`config.mk`:
```
export PLATFORM = sky130hd
export DESIGN_NAME = ysyx_22050019_lsu
export DESIGN_NICKNAME = d
export VERILOG_FILES = /design/src/rtl/ysyx_22050019_lsu.sv
export SDC_FILE = /design/constraint.sdc
export NUM_CORES = 1
export LEC_CHECK = 0
export CORE_MARGIN = 3
export CORE_UTILIZATION = 47
export CTS_CLUSTER_SIZE = 24
export DETAILED_ROUTE_END_ITERATION = 8
export PLACE_DENSITY = 0.91
export SYNTH_ARGS = -nofsm -noshare
export SYNTH_HDL_FRONTEND = slang
export SYNTH_SLANG_ARGS = --single-unit
```
`constraint.sdc`:
```
create_clock -name clk -period 2.6 [get_ports clk]
set_input_delay 0.78 -clock clk [delete_from_list [all_inputs] [get_ports clk]]
set_output_delay 0.78 -clock clk [all_outputs]
set_load 0.1 [all_outputs]
```
`src/rtl/ysyx_22050019_lsu.sv`:
```
// Load/store initiator: one core access at a time, aligned byte-masked memory request, extended load return.
// Latency: misaligned 1 cycle, store 2 cycles, load 3 cycles after the request handshake (zero-wait memory).
// Backpressure: req_ready only in IDLE; mem_* held stable until mem_ready; optional timeout aborts with err=2.
module ysyx_22050019_lsu #(
    parameter int ADDR_W  = 64,
    parameter int TIMEOUT = 255
) (
    input  logic              clk,
    input  logic              rst_n,
    input  logic              req_valid,
    output logic              req_ready,
    input  logic              req_wen,
    input  logic [ADDR_W-1:0] req_addr,
    input  logic [63:0]       req_wdata,
    input  logic [1:0]        req_size,
    input  logic              req_unsigned,
    output logic              rsp_valid,
    output logic [63:0]       rsp_rdata,
    output logic [1:0]        rsp_err,
    output logic              mem_valid,
    input  logic              mem_ready,
    output logic              mem_wen,
    output logic [ADDR_W-1:0] mem_addr,
    output logic [63:0]       mem_wdata,
    output logic [7:0]        mem_mask,
    input  logic              mem_rvalid,
    input  logic [63:0]       mem_rdata
);

    typedef enum logic [1:0] {IDLE, REQ, WAIT_R, RESP} state_t;

    typedef struct packed {
        logic [1:0] size;
        logic       uns;
        logic [2:0] off;
    } meta_t;

    localparam int CNT_W = (TIMEOUT > 0) ? $clog2(TIMEOUT + 1) : 1;

    state_t           state, state_nxt;
    meta_t            meta;
    logic [CNT_W-1:0] cnt;
    logic [63:0]      rdata_q;
    logic [1:0]       err_q;
    logic             misaligned;
    logic             to_hit;
    logic [2:0]       in_off;
    logic [7:0]       mask_base;
    logic [63:0]      ld_shift;
    logic [63:0]      ld_ext;

    assign in_off = req_addr[2:0];
    assign to_hit = (TIMEOUT != 0) && (cnt == CNT_W'(TIMEOUT));

    always_comb begin
        misaligned = 1'b0;
        mask_base  = 8'h01;
        case (req_size)
            2'd0: begin misaligned = 1'b0;           mask_base = 8'h01; end
            2'd1: begin misaligned = req_addr[0];    mask_base = 8'h03; end
            2'd2: begin misaligned = |req_addr[1:0]; mask_base = 8'h0F; end
            default: begin misaligned = |req_addr[2:0]; mask_base = 8'hFF; end
        endcase
    end

    // Memory returns the whole doubleword; bring the addressed lane down to bit 0 first.
    assign ld_shift = mem_rdata >> {meta.off, 3'b000};

    always_comb begin
        ld_ext = ld_shift;
        case (meta.size)
            2'd0: ld_ext = {{56{~meta.uns & ld_shift[7]}},  ld_shift[7:0]};
            2'd1: ld_ext = {{48{~meta.uns & ld_shift[15]}}, ld_shift[15:0]};
            2'd2: ld_ext = {{32{~meta.uns & ld_shift[31]}}, ld_shift[31:0]};
            default: ld_ext = ld_shift;
        endcase
    end

    always_ff @(posedge clk or negedge rst_n) begin
        if (!rst_n) state <= IDLE;
        else        state <= state_nxt;
    end

    always_comb begin
        state_nxt = state;
        case (state)
            IDLE: if (req_valid) state_nxt = misaligned ? RESP : REQ;
            REQ: begin
                if (mem_ready)   state_nxt = mem_wen ? RESP : WAIT_R;
                else if (to_hit) state_nxt = RESP;
            end
            WAIT_R: begin
                if (mem_rvalid)  state_nxt = RESP;
                else if (to_hit) state_nxt = RESP;
            end
            default: state_nxt = IDLE;
        endcase
    end

    always_comb begin
        req_ready = (state == IDLE);
        mem_valid = (state == REQ);
        rsp_valid = (state == RESP);
        rsp_rdata = (state == RESP) ? rdata_q : 64'd0;
        rsp_err   = (state == RESP) ? err_q : 2'd0;
    end

    always_ff @(posedge clk or negedge rst_n) begin
        if (!rst_n) begin
            mem_wen   <= 1'b0;
            mem_addr  <= '0;
            mem_wdata <= '0;
            mem_mask  <= '0;
            meta      <= '0;
            cnt       <= '0;
            rdata_q   <= '0;
            err_q     <= '0;
        end else begin
            case (state)
                IDLE: if (req_valid) begin
                    mem_wen   <= req_wen;
                    mem_addr  <= {req_addr[ADDR_W-1:3], 3'b000};
                    mem_wdata <= req_wdata << {in_off, 3'b000};
                    mem_mask  <= mask_base << in_off;
                    meta      <= '{size: req_size, uns: req_unsigned, off: in_off};
                    cnt       <= '0;
                    rdata_q   <= '0;
                    err_q     <= misaligned ? 2'd1 : 2'd0;
                end
                REQ: begin
                    cnt <= cnt + CNT_W'(1);
                    if (!mem_ready && to_hit) err_q <= 2'd2;
                end
                WAIT_R: begin
                    cnt <= cnt + CNT_W'(1);
                    if (mem_rvalid)  rdata_q <= ld_ext;
                    else if (to_hit) err_q   <= 2'd2;
                end
                default: ;
            endcase
        end
    end

endmodule

```
==> out/results.ini <==
[synthesis]
avgSynthCellArea_um2 = 10.1
synth_edf_count = 0
synthFlopType = dfrtp_1
synth-async-reset-ratio_pct = 100
synth_top_cells_by_area = dfrtp_1 (45%), mux2_2 (8.6%), mux2i_1 (8.2%), o21ai_0 (5.7%), nand2_1 (4.9%)
netlist_instances = 1197
synth-seq-cells = 216
yosys.area.top_type = dfrtp_1
yosys_warnings = 0
syn_area_um2 = 12100
netlist.area_leader.share_pct = 44.5
yosysSeqAreaShare_pct = 44.5
synthDistinctLibCells = 57

[placement]
placed_cell_area_um2 = 17400
placedCellCount = 1918
portBuffers = 403
hpwl_um = 34900
place_congestion = 0.971

[clock_network]
cts_max_path_buffers = 3
cts_setup_buffers = 0
cts.root.buffer_cell = clkbuf_16
clkLatencyLatePin_ps = 520
cts.sinks = 216
cts_buffers = 24
htreeDepth = 1
cts.clk_slew.worst_paths_ps = 60
cts_tree = built

[critical_path]
cp_slowest_stage_delay_ps = 410
cp_common_cell = buf_12
end_kind = output pin
crit_arrival_ps = 1750
critical_path_class = reg2out
r2r_cells = 6
cp.required_ps = 1820
crit_slowest_cell = dfrtp_1
start_kind = flip-flop
cp_cell_sequence = ha_4, buf_12, and2_2, buf_12
path_max_fanout = 56

[global_routing]
grt_start_max_net_pins = 64
top_usage_layer = met2
grt_pass1_vias = 12100
met3_usage_pct = 6.84
track_usage_pct = 31.9
grt_overflow = 0
grt_pass1_wl_um = 70200
grt_util_met2_pct = 56.0
gr-usage-met1_pct = 37.0
antenna_found_initial = 3

[min_path]
hold_path_class = in2async

[sta]
hold_violations = 0
worstMarginPinSlew_ps = 703
slew_viol_final = 0
fin_crit_sh_pct = 97.5
rsz0062_at_grt = false
min_period_ps = 2530
setup_viol = 0
fmaxAchievable_ghz = 0.395
skew_ps = 11.1
max-slew-margin-rel_pct = 52.9

[final_layout]
area_delta_synth_final_pct = 50.2
final_cells = 1963
drive_gt1_share_pct = 31.4
fin_area_um2 = 18200
utilization_pct = 72.2
final_common_cell = dfrtp_1
layout_common_cells = dfrtp_1 (214), buf_4 (211), clkdlybuf4s50_1 (196), nand2_1 (159), o21ai_0 (138)
finalNetCount = 1821

[floorplan]
boundaryPins = 407
start_util_pct = 48.1
die-area_um2 = 27800
fp.dieH_um = 167
die_x_um = 167
coreArea_um2 = 25300
core.rowCount = 58

[route]
vias_per_cell = 5.97
wire_per_inst_um = 23.5
antenna_left = 0
drc = 0
first_pass_iters = 6
dr_total_vias = 11700
drt_wl_total_um = 46100
drt_iter0_markers = 1067

[power_and_ir_drop]
power.density_nw_per_um2 = 1480
p_leak_nw = 8.19
ir_drop_v = 0.00168

[run]
cap_violations = 0

[status]
outcome = finished clean

-- cell type report --
cell class,count,area [um2]
timing repair buffer,495,5270
fill,1715,7020
clock inverter,10,105
clock buffer,32,682
tap,330,413
antenna,3,7.51
inverter,8,30.0
multi-input combinational,869,6310
sequential,216,5410
-- path summary, 6_finish.rpt --
check                      slack (ps)                      end                     from
hold reg to reg                   470  rdata_q[37]$_DFFE_PN0P_  rdata_q[37]$_DFFE_PN0P_
min in group clk                  470  rdata_q[37]$_DFFE_PN0P_  rdata_q[37]$_DFFE_PN0P_
hold / removal                    170  rdata_q[18]$_DFFE_PN0P_                    rst_n
setup / recovery                   70            rsp_rdata[50]     state[0]$_DFFE_PN0P_
max in group asynchronous        1700   rdata_q[3]$_DFFE_PN0P_                    rst_n
setup reg to reg                  310  rdata_q[60]$_DFFE_PN0P_      meta[1]$_DFFE_PN0P_
-- flip-flops by register name (all words and copies together), names as in the netlist --
register / flops
cnt: 8
err_q: 2
mem_addr: 61
mem_mask: 8
mem_wdata: 64
mem_wen: 1
meta: 6
rdata_q: 64
state: 2
-- worst max-delay path: cells and delay by family (launching register included) --
family	cells	cell delay, ps
adders and majority gates	1	170
buffers and inverters	2	380
DFF	1	410
and+or+nand+nor	1	240
-- Yosys cell counts, types with 2 or more instances --
cell type,count
o22ai_1,2
o21ai_0,138
o22a_1,9
a211oi_1,26
a32oi_1,10
a22o_1,26
nand2_1,160
a211o_1,2
buf_6,6
o41ai_1,2
nor2b_1,14
buf_4,6
o2bb2ai_1,7
a221oi_1,2
o21ai_1,5
a22oi_1,14
and2_1,71
buf_2,16
and3_1,2
o21ai_2,10
inv_1,6
mux2_2,93
o31ai_1,14
mux2i_1,100
nor3_1,2
nor2_1,31
a21o_1,5
mux4_2,20
clkbuf_1,67
or2_2,2
o21a_1,2
buf_1,10
dfrtp_1,216
a221o_1,7
nand2b_1,6
a21oi_1,49
nand3_1,14
ha_1,6
-- cell families after synthesis --
logic type / after synthesis / synth area share, %
flip-flops: 216 / 44.5
multiplexers: 213 / 20.6
buffers and inverters: 114 / 4.26
adder cells (fa/ha/maj): 6 / 0.618
other: 1 / 0.0309
AND/OR/NAND/NOR: 309 / 11.9
AO/OA/AOI/OAI: 338 / 18.1
-- stage by stage --
stage                     hold slack, ps  TNS, ps  worst slack, ps  total power, mW
final                                166        0             65.6             27.0
after global placement               446    -5910             -196             23.1
after global routing                 181        0             3.31             28.0
after detailed placement             457    -7220             -242             23.4
after floorplan                      431     -365            -24.9             18.4
after CTS                            174        0             8.18             27.0
-- power by group --
part / internal (mW) / leakage, nW / switching, mW
registers: 4.80 / 2.76 / 1.03
clock network: 2.03 / 0.386 / 1.39
logic: 5.01 / 5.04 / 12.7
-- metal layers --
layer | up-vias | share of wire [%]
li1 | 5165 | -
met4 | 0 | 5.4
met1 | 5744 | 35
met2 | 673 | 51
met5 | - | 0
met3 | 136 | 8.6
-- what timing repair did --
action                     CTS  global route
hold buffers                 0             0
gates resized for setup      3             4
setup endpoints to repair    3            54
Note: power is estimated with default switching activity, not from simulation.
